`config.mk`:
```
export PLATFORM = sky130hd
export DESIGN_NAME = pipe_hazard_ctrl_flat
export DESIGN_NICKNAME = d
export VERILOG_FILES = /design/src/rtl/pipe_hazard_if.sv /design/src/rtl/pipe_hazard_ctrl.sv /design/src/flat_wrapper.sv
export SDC_FILE = /design/constraint.sdc
export NUM_CORES = 1
export LEC_CHECK = 0
export CAP_MARGIN = 20
export CELL_PAD_IN_SITES_DETAIL_PLACEMENT = 1
export CELL_PAD_IN_SITES_GLOBAL_PLACEMENT = 2
export CORE_MARGIN = 10
export CORE_UTILIZATION = 29
export DETAILED_ROUTE_END_ITERATION = 10
export MAX_ROUTING_LAYER = met4
export PLACE_DENSITY = 0.88
export SLEW_MARGIN = 40
export SYNTH_ARGS = -nofsm -noshare
export SYNTH_HDL_FRONTEND = slang
export SYNTH_SLANG_ARGS = --single-unit
```
`constraint.sdc`:
```
create_clock -name clk -period 2.34 [get_ports clk]
set_input_delay 0.468 -clock clk [delete_from_list [all_inputs] [get_ports clk]]
set_output_delay 0.468 -clock clk [all_outputs]
set_load 0.01 [all_outputs]
```
`src/rtl/pipe_hazard_if.sv`:
```
// pipe_hazard_if: hazard bus between pipeline (master) and stall/flush controller (slave)
interface pipe_hazard_if #(
  parameter int CNT_W = 16
);
  logic [3:0] id_rs1;
  logic [3:0] id_rs2;
  logic id_rs1_used;
  logic id_rs2_used;
  logic [3:0] ex_reg_dst;
  logic ex_is_load;
  logic branch_taken;
  logic mem_req;
  logic mem_ready;
  logic halt_in;
  logic pc_stall;
  logic if_id_stall;
  logic id_ex_stall;
  logic ex_mem_stall;
  logic mem_wb_stall;
  logic if_id_flush;
  logic id_ex_flush;
  logic ex_mem_flush;
  logic mem_wb_flush;
  logic halted;
  logic mem_timeout;
  logic [CNT_W-1:0] stall_cycles;
  modport master (
    output id_rs1, id_rs2, id_rs1_used, id_rs2_used, ex_reg_dst, ex_is_load,
           branch_taken, mem_req, mem_ready, halt_in,
    input  pc_stall, if_id_stall, id_ex_stall, ex_mem_stall, mem_wb_stall,
           if_id_flush, id_ex_flush, ex_mem_flush, mem_wb_flush,
           halted, mem_timeout, stall_cycles
  );
  modport slave (
    input  id_rs1, id_rs2, id_rs1_used, id_rs2_used, ex_reg_dst, ex_is_load,
           branch_taken, mem_req, mem_ready, halt_in,
    output pc_stall, if_id_stall, id_ex_stall, ex_mem_stall, mem_wb_stall,
           if_id_flush, id_ex_flush, ex_mem_flush, mem_wb_flush,
           halted, mem_timeout, stall_cycles
  );
endinterface

```
`src/rtl/pipe_hazard_ctrl.sv`:
```
// pipe_hazard_ctrl: 5-stage stall/flush controller (load-use, branch squash, mem wait, halt); ports clk, rst, hazard bus slave
module pipe_hazard_ctrl #(
  parameter int MEM_TIMEOUT = 255,
  parameter int CNT_W = 16
) (
  input logic clk,
  input logic rst,
  pipe_hazard_if.slave bus
);
  localparam int WW = $clog2(MEM_TIMEOUT + 1) > 8 ? $clog2(MEM_TIMEOUT + 1) : 8;
  typedef enum logic [1:0] {RUN, MEM_WAIT, HALTED} state_t;
  state_t state, state_nx;
  logic [WW-1:0] wait_cnt, wait_nx;
  logic [CNT_W-1:0] stall_cycles;
  logic mem_timeout, timeout_set, load_use, freeze;
  logic [8:0] ctl;
  assign load_use = bus.ex_is_load && bus.ex_reg_dst != 4'd0 &&
                    ((bus.id_rs1_used && bus.id_rs1 == bus.ex_reg_dst) ||
                     (bus.id_rs2_used && bus.id_rs2 == bus.ex_reg_dst));
  assign freeze = !bus.mem_ready && (state == MEM_WAIT || (state == RUN && bus.mem_req));
  always_comb begin
    ctl = 9'b0;
    state_nx = state;
    wait_nx = wait_cnt;
    timeout_set = 1'b0;
    if (rst) ctl = 9'b00000_1111;
    else if (state == HALTED) ctl = 9'b11111_0000;
    else if (freeze) begin
      ctl = 9'b11110_0001;
      state_nx = MEM_WAIT;
      wait_nx = wait_cnt + 1'b1;
      if (state == MEM_WAIT && wait_cnt == WW'(MEM_TIMEOUT)) begin
        timeout_set = 1'b1;
        state_nx = HALTED;
      end
    end else begin
      wait_nx = '0;
      state_nx = bus.halt_in ? HALTED : RUN;
      ctl = bus.halt_in ? 9'b11110_0000 :
            bus.branch_taken ? 9'b00000_1100 :
            load_use ? 9'b11000_0100 : 9'b0;
    end
  end
  assign {bus.pc_stall, bus.if_id_stall, bus.id_ex_stall, bus.ex_mem_stall, bus.mem_wb_stall,
          bus.if_id_flush, bus.id_ex_flush, bus.ex_mem_flush, bus.mem_wb_flush} = ctl;
  assign bus.halted = state == HALTED;
  assign bus.mem_timeout = mem_timeout;
  assign bus.stall_cycles = stall_cycles;
  always_ff @(posedge clk or posedge rst) begin
    if (rst) begin
      state <= RUN;
      wait_cnt <= '0;
      stall_cycles <= '0;
      mem_timeout <= 1'b0;
    end else begin
      state <= state_nx;
      wait_cnt <= wait_nx;
      if (timeout_set) mem_timeout <= 1'b1;
      if (ctl[8] && !(&stall_cycles)) stall_cycles <= stall_cycles + 1'b1;
    end
  end
endmodule
```
`src/flat_wrapper.sv`:
```
// flat-port wrapper written by rule: the top's interface ports become plain ports
module pipe_hazard_ctrl_flat 
#(
  parameter int MEM_TIMEOUT = 255,
  parameter int CNT_W = 16
)
  (clk, rst, bus_id_rs1, bus_id_rs2, bus_id_rs1_used, bus_id_rs2_used, bus_ex_reg_dst, bus_ex_is_load, bus_branch_taken, bus_mem_req, bus_mem_ready, bus_halt_in, bus_pc_stall, bus_if_id_stall, bus_id_ex_stall, bus_ex_mem_stall, bus_mem_wb_stall, bus_if_id_flush, bus_id_ex_flush, bus_ex_mem_flush, bus_mem_wb_flush, bus_halted, bus_mem_timeout, bus_stall_cycles);
  pipe_hazard_if #(.CNT_W(CNT_W)) bus_i ();
  input logic clk;
  input logic rst;
  input wire logic [$bits(bus_i.id_rs1)-1:0] bus_id_rs1;
  input wire logic [$bits(bus_i.id_rs2)-1:0] bus_id_rs2;
  input wire logic [$bits(bus_i.id_rs1_used)-1:0] bus_id_rs1_used;
  input wire logic [$bits(bus_i.id_rs2_used)-1:0] bus_id_rs2_used;
  input wire logic [$bits(bus_i.ex_reg_dst)-1:0] bus_ex_reg_dst;
  input wire logic [$bits(bus_i.ex_is_load)-1:0] bus_ex_is_load;
  input wire logic [$bits(bus_i.branch_taken)-1:0] bus_branch_taken;
  input wire logic [$bits(bus_i.mem_req)-1:0] bus_mem_req;
  input wire logic [$bits(bus_i.mem_ready)-1:0] bus_mem_ready;
  input wire logic [$bits(bus_i.halt_in)-1:0] bus_halt_in;
  output wire logic [$bits(bus_i.pc_stall)-1:0] bus_pc_stall;
  output wire logic [$bits(bus_i.if_id_stall)-1:0] bus_if_id_stall;
  output wire logic [$bits(bus_i.id_ex_stall)-1:0] bus_id_ex_stall;
  output wire logic [$bits(bus_i.ex_mem_stall)-1:0] bus_ex_mem_stall;
  output wire logic [$bits(bus_i.mem_wb_stall)-1:0] bus_mem_wb_stall;
  output wire logic [$bits(bus_i.if_id_flush)-1:0] bus_if_id_flush;
  output wire logic [$bits(bus_i.id_ex_flush)-1:0] bus_id_ex_flush;
  output wire logic [$bits(bus_i.ex_mem_flush)-1:0] bus_ex_mem_flush;
  output wire logic [$bits(bus_i.mem_wb_flush)-1:0] bus_mem_wb_flush;
  output wire logic [$bits(bus_i.halted)-1:0] bus_halted;
  output wire logic [$bits(bus_i.mem_timeout)-1:0] bus_mem_timeout;
  output wire logic [$bits(bus_i.stall_cycles)-1:0] bus_stall_cycles;
  assign bus_i.id_rs1 = bus_id_rs1;
  assign bus_i.id_rs2 = bus_id_rs2;
  assign bus_i.id_rs1_used = bus_id_rs1_used;
  assign bus_i.id_rs2_used = bus_id_rs2_used;
  assign bus_i.ex_reg_dst = bus_ex_reg_dst;
  assign bus_i.ex_is_load = bus_ex_is_load;
  assign bus_i.branch_taken = bus_branch_taken;
  assign bus_i.mem_req = bus_mem_req;
  assign bus_i.mem_ready = bus_mem_ready;
  assign bus_i.halt_in = bus_halt_in;
  assign bus_pc_stall = bus_i.pc_stall;
  assign bus_if_id_stall = bus_i.if_id_stall;
  assign bus_id_ex_stall = bus_i.id_ex_stall;
  assign bus_ex_mem_stall = bus_i.ex_mem_stall;
  assign bus_mem_wb_stall = bus_i.mem_wb_stall;
  assign bus_if_id_flush = bus_i.if_id_flush;
  assign bus_id_ex_flush = bus_i.id_ex_flush;
  assign bus_ex_mem_flush = bus_i.ex_mem_flush;
  assign bus_mem_wb_flush = bus_i.mem_wb_flush;
  assign bus_halted = bus_i.halted;
  assign bus_mem_timeout = bus_i.mem_timeout;
  assign bus_stall_cycles = bus_i.stall_cycles;
  pipe_hazard_ctrl #(.MEM_TIMEOUT(MEM_TIMEOUT), .CNT_W(CNT_W)) u_core (.clk(clk), .rst(rst), .bus(bus_i));
endmodule
```
==> impl_metrics.csv <==
group,metric,value,unit
logic_synthesis,synth_compound_area_frac,0.171,
final_layout,fin_nets,264,
status,outcome,"complete, no violations",
sta,slew_headroom,0.636,
place,dpl.hpwl,3900,microns
setup_path,critical-path-max-stage-delay,0.42,ns
logic_synthesis,synth_xor_area_frac,0.0878,
floorplan,die_x,96.5,microns
sta,setup_viol_count_final,0,
logic_synthesis,synth_nets,198,
logic_synthesis,synthAdderAreaFrac,0.0148,
drt,wl_per_cell,15.7,microns
logic_synthesis,syn_area_per_cell,9.69,sq um
floorplan,io_pins,48,
drt,firstDrtPassIters,4,
floorplan,die_y,96.5,microns
logic_synthesis,ys_warn_count,0,
setup_path,critPathLaunchType,"primary input",
power_and_ir_drop,clockPowerShare,0.195,
setup_path,cp_max_fo,2,
sta,max_freq,0.437,GHz
floorplan,core,5570,sq um
min_path,hold_class,"primary input to asynchronous set/reset pin",
grt,grt.total_usage,0.111,
cts,clockRootBuffer,"clkbuf_8",
logic_synthesis,yosys.area_share.simple,0.224,
floorplan,dieArea,9300,sq um
cts,clock_latency,0.27,ns
logic_synthesis,synth-edff-count,0,
final_layout,instances_no_fill,312,
drt,ant_nets,0,
setup_path,critPathKind,"primary input to primary output",
setup_path,path_cells,"clkdlybuf4s50_1, xor2_1, nor4_4, buf_4, nor2_1, a21oi_1, buf_2",
sta,worst_pin_slew,0.542,ns
logic_synthesis,synth_area,1700,sq um
setup_path,end_kind,"primary output",
grt,grt_first_pass_wirelength,8040,microns
setup_path,worst-r2r-setup-slack,0.30,ns
floorplan,num_rows,27,
floorplan,start_util,0.304,
final_layout,layout-drive-gt1-share,0.246,
drt,drc_errors,0,
sta,post-route-period-util,0.978,
cts,cts_sinks,27,
cts,cts_tree,"built",
cts,path_clk_slew,0.10,ns
grt,grt_max_degree,16,
place,dp.cells,303,
drt,viasPerCell,4.83,
logic_synthesis,ys_ff_latch,27,
drt,routed_wl,4890,microns
place,numPortBuffers,47,
drt,vias,1506,
setup_path,crit_slowest_cell,"clkdlybuf4s50_1",
power_and_ir_drop,power.leakage,1.05,nW
job,drv_cap,0,
sta,rsz0062_at_grt,"true",
logic_synthesis,async_reset_ff_frac,1.00,
drt,drt-initial-drc-count,51,
cts,cts_made_buffers,3,
power_and_ir_drop,internal_power,0.920,mW
power_and_ir_drop,p_comb_frac,0.325,
logic_synthesis,synthFlopType,"dfrtp_1",
final_layout,final_cell_area,2420,sq um
setup_path,reg2reg_to,"u_core.bus.stall_cycles[13]",
power_and_ir_drop,vdd_drop_max,0.517,mV
power_and_ir_drop,power_frac_seq,0.480,
setup_path,reg2reg_depth,6,
setup_path,r2r-start,"u_core.bus.stall_cycles[0]",
grt,grt_pass1_vias,1624,
cts,clock_path_buffers,2,
logic_synthesis,synth_cells,175,
power_and_ir_drop,power.density,573,nW/um^2
power_and_ir_drop,swShare,0.337,
logic_synthesis,ys_seq_area_frac,0.399,
final_layout,mostFrequentLayoutCell,"clkdlybuf4s50_1",
sta,fin_crit,2.29,ns
sta,final.setup_skew,0.00641,ns
setup_path,cp_data_required_time,1.87,ns
power_and_ir_drop,switching_power,0.468,mW
cts,ctsHtreeMaxLevel,1,
grt,grt_antenna_before_repair,0,
place,gp_congestion,0.799,
sta,hold_violations,0,
logic_synthesis,yosys.cell_types.count,45,
grt,overflow,0,
sta,drv_slew,0,
place,dpl_cell_area,2330,sq um
logic_synthesis,synth_top_family_by_area,"simple AND/OR/NAND/NOR gates",
final_layout,n_antenna_cell,0,
logic_synthesis,synthMuxAreaShare,0.0598,
final_layout,final_cell_mix,"29 x clkdlybuf4s50_1, 27 x dfrtp_1, 22 x nand2_1, 22 x buf_4, 13 x xor2_1",
final_layout,area_growth_syn_to_layout,43.0,%
setup_path,worst_ep_arrival_time,1.82,ns
worst max path at each step:
stage                                 start                          end  slack (ns)  cells after the start
after floorplan                         rst  u_core.bus.stall_cycles[10]        0.09                      6
after global placement    bus_ex_reg_dst[1]              bus_id_ex_flush       -0.51                      7
after detailed placement  bus_ex_reg_dst[1]              bus_id_ex_flush       -0.54                      7
after CTS                     bus_mem_ready             bus_mem_wb_flush        0.02                      6
after global routing          bus_id_rs2[3]              bus_id_ex_flush       -0.01                      7
final                         bus_id_rs2[3]              bus_id_ex_flush        0.05                      7
critical path: cells and delay by family:
family / cells / cell delay (ns)
simple gates: 2 / 0.32
xor+xnor: 1 / 0.18
buf+inv: 3 / 0.73
compound gates: 1 / 0.13
layer usage:
metal  GRT usage  vias up  routed length, microns
li1            -      745                       -
met1       0.144      719                    2350
met2       0.168       40                    2200
met3      0.0285        2                     288
met4      0.0327        0                      47
met5           -        -                       0
synthesized netlist by cell type, drive strengths merged, types with 2 or more instances:
cell type / number / area share
nor4: 2 / 0.025
and3: 2 / 0.0074
ha: 2 / 0.015
mux2i: 3 / 0.018
xor2: 15 / 0.077
nor3: 6 / 0.021
and4: 2 / 0.010
nand3: 12 / 0.038
o21ai: 10 / 0.036
inv: 5 / 0.011
xnor2: 2 / 0.010
nor2: 12 / 0.027
dfrtp: 27 / 0.40
nor2b: 2 / 0.0074
nand2: 24 / 0.053
nand4: 2 / 0.011
buf: 5 / 0.027
clkbuf: 3 / 0.0066
a21oi: 10 / 0.034
a211oi: 7 / 0.049
or2: 2 / 0.0074
mux2: 6 / 0.042
nand2b: 2 / 0.0074
area by class of cell:
type | instances | area [sq um]
Sequential cell | 27 | 676
Tap cell | 72 | 90.1
Multi-Input combinational cell | 135 | 981
Fill cell | 660 | 3150
Timing Repair Buffer | 69 | 614
Inverter | 5 | 18.8
Clock buffer | 4 | 45.0
cells by family (layout without fill, tap and decap cells):
group,after synthesis,count (layout)
AND/OR/NAND/NOR,70,70
adder cells (fa/ha/maj),2,2
AO/OA/AOI/OAI,37,37
XOR/XNOR,17,17
flip-flops,27,27
multiplexers,9,9
buffers and inverters,13,78
metrics by stage:
step	TNS, ns	worst slack (ns)	power, mW	hold slack [ns]	util
after floorplan	0	0.0906	0.857	0.492	-
after global placement	-3.82	-0.507	1.12	0.445	0.418
after detailed placement	-4.88	-0.543	1.13	0.448	0.418
after CTS	0	0.0153	1.41	0.483	0.433
after global routing	-0.0313	-0.0119	1.49	0.474	0.435
final	0	0.0522	1.39	0.418	0.435
sequential cells by signal, summed over array words and instances (netlist names):
| name | flops |
|---|---|
| u_core.bus.mem_timeout | 1 |
| u_core.bus.stall_cycles | 16 |
| u_core.state | 2 |
| u_core.wait_cnt | 8 |
power by group through the flow:
stage	clock network [mW]	logic (mW)	registers [mW]
6_report	0.271	0.451	0.666
5_1_grt	0.304	0.497	0.689
2_1_floorplan	0	0.181	0.676
3_5_place_dp	0	0.460	0.670
4_1_cts	0.285	0.461	0.665
3_3_place_gp	0	0.447	0.668
what timing repair did:
action	in CTS	in global routing
hold buffers	0	0
endpoints found under the setup margin	9	6
pin swaps	6	5
setup buffers	5	1
cloned	0	0
resized for setup	35	15
(Power assumes the default switching activity.)
